==> src/rtl/decoder_3to8_if.sv <==
// Select/enable inputs and one-hot Y outputs of the 3-to-8 decoder.
// The master drives the select bus; the slave (the decoder) returns the strobes.
interface decoder_3to8_if;
  logic A;
  logic B;
  logic C;
  logic en;
  logic Y7;
  logic Y6;
  logic Y5;
  logic Y4;
  logic Y3;
  logic Y2;
  logic Y1;
  logic Y0;

  modport master (
    output A, B, C, en,
    input  Y7, Y6, Y5, Y4, Y3, Y2, Y1, Y0
  );

  modport slave (
    input  A, B, C, en,
    output Y7, Y6, Y5, Y4, Y3, Y2, Y1, Y0
  );
endinterface

==> src/rtl/decoder_3to8.sv <==
// Clocked 3-to-8 one-hot decoder with enable, used as a chip-select strobe generator.
// Optional output register (glitch-free strobes) and optional active-low polarity.
module decoder_3to8 #(
  parameter bit REGISTERED = 1'b1,
  parameter bit ACTIVE_LOW = 1'b0
) (
  input  logic                 clk,
  input  logic                 rst,
  decoder_3to8_if.slave        bus
);

  logic [2:0] w_sel;
  logic [7:0] w_dec;
  logic [7:0] w_yActiveHigh;
  logic [7:0] w_y;

  assign w_sel = {bus.A, bus.B, bus.C};

  // Unknown select bits fall through to the default, so no line is ever
  // asserted on an undefined code.
  always_comb begin
    w_dec = 8'h00;
    if (bus.en) begin
      case (w_sel)
        3'b000:  w_dec = 8'b0000_0001;
        3'b001:  w_dec = 8'b0000_0010;
        3'b010:  w_dec = 8'b0000_0100;
        3'b011:  w_dec = 8'b0000_1000;
        3'b100:  w_dec = 8'b0001_0000;
        3'b101:  w_dec = 8'b0010_0000;
        3'b110:  w_dec = 8'b0100_0000;
        3'b111:  w_dec = 8'b1000_0000;
        default: w_dec = 8'h00;
      endcase
    end
  end

  generate
    if (REGISTERED) begin : g_registered
      logic [7:0] r_y;

      always_ff @(posedge clk or posedge rst) begin
        if (rst) begin
          r_y <= 8'h00;
        end else begin
          r_y <= w_dec;
        end
      end

      assign w_yActiveHigh = r_y;
    end else begin : g_combinational
      assign w_yActiveHigh = w_dec;
    end
  endgenerate

  // Polarity is applied after the register so reset and disabled values invert too.
  assign w_y = ACTIVE_LOW ? ~w_yActiveHigh : w_yActiveHigh;

  assign bus.Y7 = w_y[7];
  assign bus.Y6 = w_y[6];
  assign bus.Y5 = w_y[5];
  assign bus.Y4 = w_y[4];
  assign bus.Y3 = w_y[3];
  assign bus.Y2 = w_y[2];
  assign bus.Y1 = w_y[1];
  assign bus.Y0 = w_y[0];

endmodule

==> src/flat_wrapper.sv <==
// flat-port wrapper written by rule: the top's interface ports become plain ports
module decoder_3to8_flat 
#(
  parameter bit REGISTERED = 1'b1,
  parameter bit ACTIVE_LOW = 1'b0
)
  (clk, rst, bus_A, bus_B, bus_C, bus_en, bus_Y7, bus_Y6, bus_Y5, bus_Y4, bus_Y3, bus_Y2, bus_Y1, bus_Y0);
  decoder_3to8_if bus_i ();
  input  logic clk;
  input  logic rst;
  input wire logic [$bits(bus_i.A)-1:0] bus_A;
  input wire logic [$bits(bus_i.B)-1:0] bus_B;
  input wire logic [$bits(bus_i.C)-1:0] bus_C;
  input wire logic [$bits(bus_i.en)-1:0] bus_en;
  output wire logic [$bits(bus_i.Y7)-1:0] bus_Y7;
  output wire logic [$bits(bus_i.Y6)-1:0] bus_Y6;
  output wire logic [$bits(bus_i.Y5)-1:0] bus_Y5;
  output wire logic [$bits(bus_i.Y4)-1:0] bus_Y4;
  output wire logic [$bits(bus_i.Y3)-1:0] bus_Y3;
  output wire logic [$bits(bus_i.Y2)-1:0] bus_Y2;
  output wire logic [$bits(bus_i.Y1)-1:0] bus_Y1;
  output wire logic [$bits(bus_i.Y0)-1:0] bus_Y0;
  assign bus_i.A = bus_A;
  assign bus_i.B = bus_B;
  assign bus_i.C = bus_C;
  assign bus_i.en = bus_en;
  assign bus_Y7 = bus_i.Y7;
  assign bus_Y6 = bus_i.Y6;
  assign bus_Y5 = bus_i.Y5;
  assign bus_Y4 = bus_i.Y4;
  assign bus_Y3 = bus_i.Y3;
  assign bus_Y2 = bus_i.Y2;
  assign bus_Y1 = bus_i.Y1;
  assign bus_Y0 = bus_i.Y0;
  decoder_3to8 #(.REGISTERED(REGISTERED), .ACTIVE_LOW(ACTIVE_LOW)) u_core (.clk(clk), .rst(rst), .bus(bus_i));
endmodule
==> config.mk <==
export PLATFORM = sky130hd
export DESIGN_NAME = decoder_3to8_flat
export DESIGN_NICKNAME = d
export VERILOG_FILES = /design/src/rtl/decoder_3to8_if.sv /design/src/rtl/decoder_3to8.sv /design/src/flat_wrapper.sv
export SDC_FILE = /design/constraint.sdc
export NUM_CORES = 1
export LEC_CHECK = 0
export ABC_AREA = 1
export BUFFER_PORTS_ARGS = -buffer_cell sky130_fd_sc_hd__buf_2
export CORE_AREA = 2 2 39 41
export DETAILED_ROUTE_END_ITERATION = 12
export DIE_AREA = 0 0 41 43
export PLACE_DENSITY = 0.48
export SKIP_CTS_REPAIR_TIMING = 1
export SLEW_MARGIN = 25
export SYNTH_ARGS = -nofsm -noshare
export SYNTH_HDL_FRONTEND = slang
export SYNTH_SLANG_ARGS = --single-unit
==> constraint.sdc <==
create_clock -name clk -period 0.8 [get_ports clk]
set_input_delay 0.12 -clock clk [delete_from_list [all_inputs] [get_ports clk]]
set_output_delay 0.12 -clock clk [all_outputs]
set_load 0.02 [all_outputs]
# [Yosys cells after proc, flatten, opt, wreduce, memory -nomap -nowiden]
# Memory sizes are Yosys's and may differ from the RTL's.
# Index checks and enable logic that the tools add are counted.
[totals] mem_bits_ro=64 register_bits=8 output_inout_bits=8 word_cells=3 inputBits=6 mem_count=1
[memory_table] memory="(no name shown)" words=8 width=8 rd=1 rd_ports_with_merged_regs=0 write_ports=0 line_no="decoder_3to8.sv:24" source="case (w_sel)"
[op_classes] mux=1
[ops] operator="2-to-1 mux 8 bit" n=1

# [Depth between registers and ports, before layout]
# Gate-level depths: netlist of the first run.
# An unclocked memory read counts as a cell.
[depth] depth_word=2 ltp_mapped=3 depth_no_buf=3

# [Worst setup path after synthesis of the first run]
# Ideal clock, no wire load.
[synth_path] path_kind="reg2out" startpoint="register u_core.g_registered.r_y[0]" endpoint="output port bus_Y0" t_arrival_ps=416 t_required_ps=680 slack_ps=264 n_path_buf=0 path_stages_with_launch=1 path_cell_list="dfrtp_1"
[synth_lines] element="from (decl)" line_no="decoder_3to8.sv:40" source="logic [7:0] r_y;"
[synth_lines] element="from (signal assigned)" line_no="decoder_3to8.sv:46" source="r_y <= w_dec;"
[synth_lines] element="to (decl)" line_no="flat_wrapper.sv:22" source="output wire logic [$bits(bus_i.Y0)-1:0] bus_Y0;"
# No word-level cell between the ends.

# [Final worst setup path of the first run]
[layout_path] startpoint="register u_core.g_registered.r_y[3]" endpoint="output port bus_Y3"
[layout_lines] element="to (decl)" line_no="flat_wrapper.sv:19" source="output wire logic [$bits(bus_i.Y3)-1:0] bus_Y3;"
# No word-level cell between the ends.

==> results of run 1 <==
[cells in the mapped netlist (all sizes together)]
cell and instances:
inv 4, nand2 6, dfrtp 8, nor2 8
[path summary, 6_finish.rpt]
path | to | slack (ns) | cells after the start
max in group asynchronous | u_core.g_registered.r_y[2] | 0.24 | 3
min | u_core.g_registered.r_y[7] | 0.14 | 3
min in group asynchronous | u_core.g_registered.r_y[5] | 0.35 | 3
max | bus_Y3 | -0.06 | 1
[layout make-up]
type,count,share of cell area [%]
Clock buffer,3,5.17
Inverter,4,3.45
Multi-Input combinational cell,14,12.1
Sequential cell,8,46.0
Tap cell,16,4.60
Timing Repair Buffer,14,28.7
[per-layer routing]
layer	global-route usage [%]	up-vias	wire length, µm
li1	-	109	-
met5	0	-	0
met3	1.57	0	33
met1	7.31	84	208
met4	10.0	0	0
met2	5.00	11	180
[per-stage QoR]
step           worst slack [ns]  instance area, µm²  hold slack [ns]  util [%]
6_report                -0.0607                 435            0.140      31.5
5_1_grt                 -0.0974                 435            0.145      31.5
4_1_cts                 -0.0848                 375           -0.199      27.1
3_5_place_dp              0.183                 353           0.0681      25.5
3_3_place_gp              0.186                 353           0.0669      25.5
2_1_floorplan             0.264                 268          -0.0643         -
[power by group]
| group | switching, mW | total, mW | internal, mW | leakage (nW) |
|---|---|---|---|---|
| Sequential | 0.00437 | 0.420 | 0.416 | 0.110 |
| Combinational | 0.0464 | 0.0844 | 0.0380 | 0.119 |
| Clock | 0.115 | 0.285 | 0.170 | 0.0138 |
[logic make-up (layout without fill, tap and decap cells)]
| kind of cell | Yosys count | after routing |
|---|---|---|
| and+or+nand+nor | 14 | 14 |
| DFF | 8 | 8 |
| buffers and inverters | 4 | 21 |
[cell usage in the layout (no fill, tap or decap)]
cell / n
buf_2: 5
buf_6: 8
clkbuf_4: 3
dfrtp_1: 8
dlygate4sd3_1: 1
inv_1: 4
nand2_1: 6
nor2_1: 8
==> out/results.ini, run 1 <==
[cells_and_area]
fillers=143
layout.nets=51
drive_above_1_share_pct=37.2
multi_input_area_um2=52.6
seq_area_um2=200
insertedDiodeCount=0
stdcell_count=59
top_register=u_core.g_registered.r_y
syn2layout_area_growth_pct=62.6
reg_top3=u_core.g_registered.r_y x8
largest_reg_flops=8

[floorplan]
die_y_um=43
start_util_pct=19.3
core_area_um2=1380
die_area_um2=1760
die_w_um=41
ios=14
fp-row-count=14

[global_route]
grt_pass1_wl_um=593
antenna_found_initial=0
grt_pass1_vias=165
grt_max_degree=9
grt_overflow=0
grt_usage_pct=5.68

[critical_path]
worstPathArrival_ns=0.74
crit_path_start_kind=flip-flop
worst-path-buf-inv=1
end_kind=primary output
cp.required_ns=0.68
crit_type=flip-flop to primary output
cp_slowest_stage_delay_ns=0.37
crit_slowest_cell=dfrtp_1
path_cells=buf_6
cp_max_fo=1
cpLargestDelayFamily=flip-flops
critPathLaunch=u_core.g_registered.r_y[3]

[synthesis]
ys_warn_count=0
yosys.area_share.adder_pct=0
yosysSeqAreaShare_pct=74.8
ys_seq_elements=8
synth_xor_area_share_pct=0
synth_area_leaders=dfrtp_1, nor2_1, nand2_1, inv_1
synth_mux_area_share_pct=0
netlist_area_um2=268
synth_top_area_cell=dfrtp_1
yosysTopAreaCellShare_pct=74.8
yosys.area_share.simple_pct=19.6
synth_compound_area_share_pct=0
avgSynthCellArea_um2=10.3
syn_nets=32
synth.distinct_cells=4
syn_inst=26
synth_top_family_by_area=simple AND/OR/NAND/NOR gates

[pwr]
p_total_mw=0.790
p_leak_nw=0.243
vdd_ir_drop_max_v=0.000402
power.density_nw_per_um2=1810

[drt]
drt_iter0_drc=1
vias_per_cell=3.46
wl_per_cell_um=7.15
vias=204
firstDrtPassIters=2
wirelength_um=422
remaining_drc_errors=0
ant_nets=0

[run_status]
status=finished with violations
failed_checks=setup timing

[clock_network]
cts.htree.levels=1
cts_root_buf=clkbuf_4
tritoncts=done
clkTransAtPathRegs_ns=0.05
clockBufferDepth=2
numCtsBuffers=3
clock-sinks=8

[placement]
gp_congestion=0.647
port_buffers=13
dp.cells=55
dp_hpwl_um=356

[timing]
relSlewSlack_pct=81.4
finalHoldViolations=0
finalCritPeriodShare_pct=108
rsz0062_at_grt=true
drv_slew=0
clock.fmax_ghz=1.16
fin_setup_tns_ns=-0.456
post-route-min-period_ns=0.861
timing.final.ws_setup_ns=-0.0607
tightest_slew_ns=0.278
setup_viol=8

[min_path]
hold_path.class=primary input to flip-flop
holdCritStartpoint=bus_C

[flow_run]
drv_cap=0

Note: power is estimated with default switching activity, not from simulation.
==> run 2: changes to the inputs <==
--- a/config.mk
+++ b/config.mk
@@ -10,7 +10,6 @@
 export CORE_AREA = 2 2 39 41
 export DETAILED_ROUTE_END_ITERATION = 12
 export DIE_AREA = 0 0 41 43
-export PLACE_DENSITY = 0.48
 export SKIP_CTS_REPAIR_TIMING = 1
 export SLEW_MARGIN = 25
 export SYNTH_ARGS = -nofsm -noshare
==> run 2 against run 1 <==
The run still ends with setup timing left. First-iteration DRC count grew 100%. Total power rose by 1.2%. Final area stayed put. Flip-flop and latch count stayed put. Die area is the same. Combinational power down 0.5%. Fmax fell by 0.80%. Utilization is the same. Critical path depth is the same. Critical path type unchanged. Largest power group unchanged.
==> out/results.ini, run 2 (synthesis gave the netlist of run 1 again) <==
[drt]
firstDrtPassIters=2  ; unchanged
vias=218  ; +6.9%
ant_nets=0  ; unchanged
drt_iter0_drc=2  ; +1
wirelength_um=453  ; +7.3%
vias_per_cell=3.69  ; +6.9%
remaining_drc_errors=0  ; unchanged
wl_per_cell_um=7.68  ; +7.3%

[critical_path]
cp_slowest_stage_delay_ns=0.37  ; about the same
crit_path_start_kind=flip-flop
worstPathArrival_ns=0.75  ; about the same
cpLargestDelayFamily=flip-flops
cp.required_ns=0.68  ; about the same
crit_slowest_cell=dfrtp_1
end_kind=primary output
worst-path-buf-inv=1  ; unchanged
crit_type=flip-flop to primary output
cp_max_fo=1  ; unchanged
path_cells=buf_6

[cells_and_area]
final_util_pct=31.5  ; unchanged
layout.nets=51  ; unchanged
reg_top3=u_core.g_registered.r_y x8
insertedDiodeCount=0  ; unchanged
top_register=u_core.g_registered.r_y
multi_input_area_um2=52.6  ; unchanged
final_cell_mix=nor2_1, buf_6, dfrtp_1, nand2_1, buf_2
largest_reg_flops=8  ; unchanged
fin_area_um2=435  ; unchanged
seq_area_um2=200  ; unchanged
syn2layout_area_growth_pct=62.6  ; unchanged
fillers=148  ; +3.5%
drive_above_1_share_pct=37.2  ; unchanged

[placement]
gp_congestion=0.728  ; +12%
pre_cts_ws_ns=0.191  ; +0.00740 ns
place_area_um2=353  ; unchanged
dp_hpwl_um=374  ; +5.0%
port_buffers=13  ; unchanged

[timing]
tightest_slew_ns=0.283  ; +0.00532 ns
relSlewSlack_pct=81.1  ; -0.35 points
timing.final.ws_setup_ns=-0.0676  ; -0.00696 ns
setup_viol=8  ; unchanged
finalHoldViolations=0  ; unchanged
finalCritPeriodShare_pct=108  ; +0.87 points
drv_slew=0  ; unchanged
whs_ns=0.134  ; -0.00577 ns
rsz0062_at_grt=true
clock.fmax_ghz=1.15  ; -0.80%
post-route-min-period_ns=0.868  ; +0.00696 ns

[pwr]
p_leak_nw=0.243  ; unchanged
p_total_mw=0.799  ; +1.2%
power.density_nw_per_um2=1840  ; +1.2%
vdd_ir_drop_max_v=0.000438  ; +8.8%

[flow_run]
drv_cap=0  ; unchanged

[floorplan]
die_area_um2=1760  ; unchanged
die_y_um=43  ; unchanged
core_area_um2=1380  ; unchanged
fp-row-count=14  ; unchanged
start_util_pct=19.3  ; unchanged
die_w_um=41  ; unchanged
ios=14  ; unchanged

[clock_network]
tritoncts=done
numCtsBuffers=3  ; unchanged
cts.htree.levels=1  ; unchanged
clkTransAtPathRegs_ns=0.05  ; about the same
cts_root_buf=clkbuf_4
clock-sinks=8  ; unchanged
clockBufferDepth=2  ; unchanged

[run_status]
failed_checks=setup timing
status=finished with violations

[global_route]
antenna_found_initial=0  ; unchanged
grt_pass1_wl_um=696  ; +17%
grt_max_degree=9  ; unchanged
grt_pass1_vias=201  ; +22%
grt_overflow=0  ; unchanged
grt_usage_pct=6.58  ; +0.90 points

[min_path]
hold_path.class=primary input to flip-flop

==> run 2: cell counts in the layout (fill, tap and decap cells not counted) <==
Identical to the previous run, type by type.
==> run 2: routing by layer <==
layer | part of all wire [%] | vias to the layer above | global-route usage [%]
li1 | - | 108 | -
met4 | 2.2 | 0 | 10.0
met3 | 6.6 | 2 | 2.62
met5 | 0 | - | 0
met2 | 57 | 8 | 10.3
met1 | 34 | 100 | 3.96
==> run 2: path summary, 6_finish.rpt <==
kind,startpoint,to,slack (ns),cells after the start
max in group asynchronous,rst,u_core.g_registered.r_y[3],0.23,3
min,bus_C,u_core.g_registered.r_y[7],0.13,3
max,u_core.g_registered.r_y[1],bus_Y1,-0.07,1
min in group asynchronous,rst,u_core.g_registered.r_y[4],0.35,3
==> run 2: cell type report <==
cell class	instances	area share, %
multi-input cells	14	12.1
well taps	16	4.60
clock buffers	3	5.17
inverters	4	3.45
repair buffers	14	28.7
flip-flops and latches	8	46.0
==> run 2: per-stage QoR <==
| stage | setup TNS [ns] | cells |
|---|---|---|
| after floorplan | 0 | 26 |
| after global placement | 0 | 55 |
| after detailed placement | 0 | 55 |
| after CTS | -0.619 | 58 |
| after global routing | -0.708 | 59 |
| final | -0.501 | 59 |
==> run 2: report_power, final <==
| part | switching (mW) | internal, mW | total (mW) | leakage, nW |
|---|---|---|---|---|
| registers | 0.00438 | 0.416 | 0.420 | 0.110 |
| logic | 0.0460 | 0.0380 | 0.0840 | 0.119 |
| clock network | 0.125 | 0.171 | 0.295 | 0.0138 |
| total | 0.175 | 0.624 | 0.799 | 0.243 |
